File: src/rtl/dmac_arbiter.sv
// DMA request arbiter: picks one peripheral request, sequences the single
// channel through config load, transfer and acknowledge, and keeps sticky
// per-requester bus-error flags. High-priority class wins; round-robin
// within the chosen class, starting after the last acknowledged requester.
module dmac_arbiter #(
    parameter int N_REQ = 4
) (
    input  logic                     clk,
    input  logic                     rst,
    input  logic [N_REQ-1:0]         dma_req,
    input  logic [N_REQ-1:0]         req_mask,
    input  logic [N_REQ-1:0]         hi_prio,
    input  logic                     ch_irq,
    input  logic                     ch_err,
    input  logic [N_REQ-1:0]         err_clr,
    output logic                     channel_en,
    output logic                     cfg_load,
    output logic [N_REQ-1:0]         grant,
    output logic [$clog2(N_REQ)-1:0] grant_id,
    output logic [N_REQ-1:0]         dma_ack,
    output logic [N_REQ-1:0]         err_flag,
    output logic                     busy
);

    localparam int IDW = $clog2(N_REQ);
    localparam logic [IDW-1:0]   LAST_INIT = IDW'(N_REQ - 1);
    localparam logic [N_REQ-1:0] ONE_HOT0  = N_REQ'(1);

    typedef enum logic [1:0] {
        S_IDLE,
        S_LOAD,
        S_RUN,
        S_ACK
    } state_t;

    state_t             r_state;
    logic               r_channel_en;
    logic               r_cfg_load;
    logic [N_REQ-1:0]   r_grant;
    logic [IDW-1:0]     r_grant_id;
    logic [N_REQ-1:0]   r_ack;
    logic [N_REQ-1:0]   r_err_flag;
    logic               r_busy;
    logic [N_REQ-1:0]   r_suppress;
    logic [IDW-1:0]     r_last_id;

    logic [N_REQ-1:0]   w_elig;
    logic [N_REQ-1:0]   w_hi;
    logic [N_REQ-1:0]   w_cand;
    logic               w_found_after;
    logic [IDW-1:0]     w_win_after;
    logic [IDW-1:0]     w_win_first;
    logic [IDW-1:0]     w_winner;
    logic [N_REQ-1:0]   w_err_set;

    assign w_elig = dma_req & req_mask & ~r_err_flag & ~r_suppress;
    assign w_hi   = w_elig & hi_prio;
    assign w_cand = (|w_hi) ? w_hi : w_elig;

    // Round-robin pick: lowest candidate above last_id, otherwise wrap to lowest candidate overall.
    always_comb begin
        w_found_after = 1'b0;
        w_win_after   = '0;
        w_win_first   = '0;
        for (int j = N_REQ - 1; j >= 0; j--) begin
            if (w_cand[j]) begin
                w_win_first = IDW'(j);
                if (IDW'(j) > r_last_id) begin
                    w_found_after = 1'b1;
                    w_win_after   = IDW'(j);
                end
            end
        end
    end

    assign w_winner  = w_found_after ? w_win_after : w_win_first;
    assign w_err_set = (r_state == S_RUN && ch_err) ? r_grant : '0;

    // Main sequencer: state plus every registered output that depends on it.
    always_ff @(posedge clk or negedge rst) begin
        if (!rst) begin
            r_state      <= S_IDLE;
            r_channel_en <= 1'b0;
            r_cfg_load   <= 1'b0;
            r_grant      <= '0;
            r_grant_id   <= '0;
            r_ack        <= '0;
            r_busy       <= 1'b0;
            r_suppress   <= '0;
            r_last_id    <= LAST_INIT;
        end else begin
            r_cfg_load <= 1'b0;
            r_ack      <= '0;
            r_suppress <= '0;
            case (r_state)
                S_IDLE: begin
                    if (|w_cand) begin
                        r_grant    <= ONE_HOT0 << w_winner;
                        r_grant_id <= w_winner;
                        r_cfg_load <= 1'b1;
                        r_busy     <= 1'b1;
                        r_state    <= S_LOAD;
                    end else begin
                        r_grant    <= '0;
                        r_grant_id <= '0;
                    end
                end
                S_LOAD: begin
                    r_channel_en <= 1'b1;
                    r_state      <= S_RUN;
                end
                S_RUN: begin
                    if (ch_err) begin
                        r_channel_en <= 1'b0;
                        r_grant      <= '0;
                        r_grant_id   <= '0;
                        r_busy       <= 1'b0;
                        r_state      <= S_IDLE;
                    end else if (ch_irq) begin
                        r_channel_en <= 1'b0;
                        r_ack        <= r_grant;
                        r_state      <= S_ACK;
                    end
                end
                S_ACK: begin
                    r_last_id  <= r_grant_id;
                    r_suppress <= r_grant;
                    r_grant    <= '0;
                    r_grant_id <= '0;
                    r_busy     <= 1'b0;
                    r_state    <= S_IDLE;
                end
                default: begin
                    r_channel_en <= 1'b0;
                    r_grant      <= '0;
                    r_grant_id   <= '0;
                    r_busy       <= 1'b0;
                    r_state      <= S_IDLE;
                end
            endcase
        end
    end

    // Sticky error flags: a bus error on the owner sets its bit, err_clr clears, set wins.
    always_ff @(posedge clk or negedge rst) begin
        if (!rst) begin
            r_err_flag <= '0;
        end else begin
            r_err_flag <= (r_err_flag & ~err_clr) | w_err_set;
        end
    end

    assign channel_en = r_channel_en;
    assign cfg_load   = r_cfg_load;
    assign grant      = r_grant;
    assign grant_id   = r_grant_id;
    assign dma_ack    = r_ack;
    assign err_flag   = r_err_flag;
    assign busy       = r_busy;

endmodule

File: config.mk
export PLATFORM = sky130hd
export DESIGN_NAME = dmac_arbiter
export DESIGN_NICKNAME = d
export VERILOG_FILES = /design/src/rtl/dmac_arbiter.sv
export SDC_FILE = /design/constraint.sdc
export NUM_CORES = 1
export LEC_CHECK = 0
export ABC_CLOCK_PERIOD_IN_PS = 2200
export CAP_MARGIN = 0
export CORE_MARGIN = 4
export CORE_UTILIZATION = 25
export DETAILED_ROUTE_END_ITERATION = 12
export GPL_TIMING_DRIVEN = 0
export SETUP_SLACK_MARGIN = 0.2
export SYNTH_ARGS = -nofsm -noshare
export SYNTH_HDL_FRONTEND = slang
export SYNTH_SLANG_ARGS = --single-unit
File: constraint.sdc
create_clock -name clk -period 2.2 [get_ports clk]
set_clock_uncertainty 0.05 [all_clocks]
set_input_delay 0.22 -clock clk [delete_from_list [all_inputs] [get_ports clk]]
set_output_delay 0.22 -clock clk [all_outputs]
set_load 0.02 [all_outputs]
==> flow_summary.ini <==
[run_status]
status = complete, no violations

[final_layout]
fillerInstances = 470
area_growth_pct = 47.2
multi_input_area_um2 = 551
nets = 187
drive_gt1_frac = 0.163
regArea_um2 = 629
stdcell_area_um2 = 1790
instances_no_fill = 233
utilization = 0.380
antennaDiodeCount = 0

[routing]
dr.pass1.iters = 4
post_drt_wl_per_cell_um = 13.7
drt-total-wl_um = 3180
drt-initial-drc-count = 100
vias = 1121
drcViolationCount = 0
antenna_left = 0
vias_per_cell = 4.81

[pwr]
powerDensity_nw_per_um2 = 934
power.total_mw = 1.68
power_leakage_nw = 0.776
ir_drop_mv = 0.351

[worst_setup_path]
worstSetupPathType = flip-flop to flip-flop
cp-end-kind = flip-flop
start_kind = flip-flop
critical_path.max_fanout = 5
worstPathRequired_ns = 2.30
slowest_stage = dfrtp_2
cp.arrival_ns = 2.09
crit_chain = and4bb_4, a222oi_1, o21a_1, o32a_1, and3_4, a32o_2
critPathMaxStageDelay_ns = 0.42

[global_route]
grt_max_degree = 26
top_usage_layer = met2
met3_usage = 0.0348
grt_util_met2 = 0.186
grt_overflow = 0
antenna_found_initial = 0
grt_pass1_vias = 1108
grt_usage = 0.106
grt_util_met1 = 0.126
grt_pass1_wl_um = 5330

[floorplanning]
io_pins = 37
dieArea_um2 = 6060
initial_core_util = 0.258
die_w_um = 77.8
rows = 25
core_area_um2 = 4720
die_h_um = 77.8

[timing]
tightest_slew_ns = 1.09
rsz0062_at_grt = true
slew_violations = 0
layout_setup_ws_ns = 0.214
setup_viol = 0
tns_ns = 0
relSlewSlack = 0.272
whs_ns = 0.461
fin_crit_sh = 0.903
period_needed_ns = 1.99
hold_viol_final = 0
fmax_mhz = 504

[cts]
clk_pin_slew_ns = 0.08
root_buffer = clkbuf_8
insertion_delay_ns = 0.26
tritoncts = yes
clock_sinks = 25
clock_path_buffers = 2
cts_made_buffers = 3
htreeDepth = 1

[placed_design]
io_buffers = 36
dp_slack_ns = -0.120
placed_cell_area_um2 = 1660
gp_congestion = 0.835
dp_hpwl_um = 2400
placed_cells = 222

[yosys]
avgSynthCellArea_um2 = 10.2
ys_async_sr_fraction = 1.00
synth_flop_cell = dfrtp_1
synth_cells = 119
ys_types = 34
ys_ff_latch = 25
synth_nets = 139
synth-edff-count = 0
yosysSeqAreaShare = 0.515
netlist_area_um2 = 1220
ys_warn_count = 0

[worst_hold_path]
hp-class = primary input to flip-flop

[flow_run]
max_cap_violations = 0
path summary, 6_finish.rpt:
kind / startpoint / to / slack [ns] / cells after the start
worst min-delay path: err_clr[0] / err_flag[0]$_DFF_PN0_ / 0.46 / 2
min in group asynchronous: rst / r_state[0]$_DFFE_PN0P_ / 0.50 / 1
worst max-delay path: err_flag[1]$_DFF_PN0_ / grant[2]$_DFFE_PN0P_ / 0.21 / 6
worst max register to register: err_flag[1]$_DFF_PN0_ / grant[2]$_DFFE_PN0P_ / 0.21 / 6
worst min register to register: busy$_DFFE_PN0P_ / busy$_DFFE_PN0P_ / 0.49 / 2
max in group asynchronous: rst / err_flag[1]$_DFF_PN0_ / 0.88 / 1
per-layer routing:
layer	share of wire	wire, µm	vias to the layer above
li1	-	-	534
met1	0.41	1320	545
met2	0.51	1620	40
met3	0.068	216	2
met4	0.0085	27	0
met5	0	0	-
state kept, by name (all words and copies together), names as in the netlist:
| signal | count |
|---|---|
| dma_ack | 4 |
| err_flag | 4 |
| grant | 4 |
| r_suppress | 4 |
| grant_id | 2 |
| r_last_id | 2 |
| r_state | 2 |
| busy | 1 |
| cfg_load | 1 |
| channel_en | 1 |
worst max-delay path, delay by kind of cell (launching register included):
| kind | cells | cell delay [ns] |
|---|---|---|
| AO/OA/AOI/OAI | 4 | 0.87 |
| AND/OR/NAND/NOR | 2 | 0.54 |
| flip-flops | 1 | 0.42 |
logic make-up (layout without fill, tap and decap cells):
family,count (synthesis),after routing,synth area share
muxes,2,2,0.0185
AOI/OAI and AO/OA,36,36,0.213
buffers and inverters,12,59,0.0503
DFF,25,25,0.515
and+or+nand+nor,44,44,0.203
synth_stat cells (3+ instances only):
library cell | instances | area share
and2_1 | 4 | 0.021
nand2_1 | 17 | 0.052
a21oi_1 | 3 | 0.012
o21ai_0 | 10 | 0.041
nor2_1 | 7 | 0.022
and3_1 | 6 | 0.031
dfrtp_1 | 23 | 0.47
inv_1 | 9 | 0.028
o211ai_1 | 3 | 0.018
cell usage in the layout (no fill, tap or decap), types with 4 or more instances in the layout:
master / count
and2_1: 4
nand2_1: 17
clkdlybuf4s50_1: 34
and3_1: 6
inv_1: 9
nor2_1: 7
o21ai_0: 10
buf_4: 7
dfrtp_1: 22
cell type report:
cell class | instances | area share
repair buffers | 43 | 0.233
flip-flops and latches | 25 | 0.351
clock buffers | 4 | 0.0251
plain buffers | 3 | 0.0188
inverters | 9 | 0.0188
multi-input cells | 82 | 0.307
well taps | 67 | 0.0467
report_power, final:
part           switching [mW]  internal (mW)  total (mW)
registers               0.108          0.586       0.695
clock network           0.130          0.129       0.259
logic                   0.373          0.349       0.723
total                   0.612           1.06        1.68
what timing repair did:
action,4_1_cts,5_1_grt
buffers inserted,2,5
hold buffers,0,0
pin swaps,8,13
setup endpoints to repair,5,6
resized for setup,5,3
(Power assumes the default switching activity.)
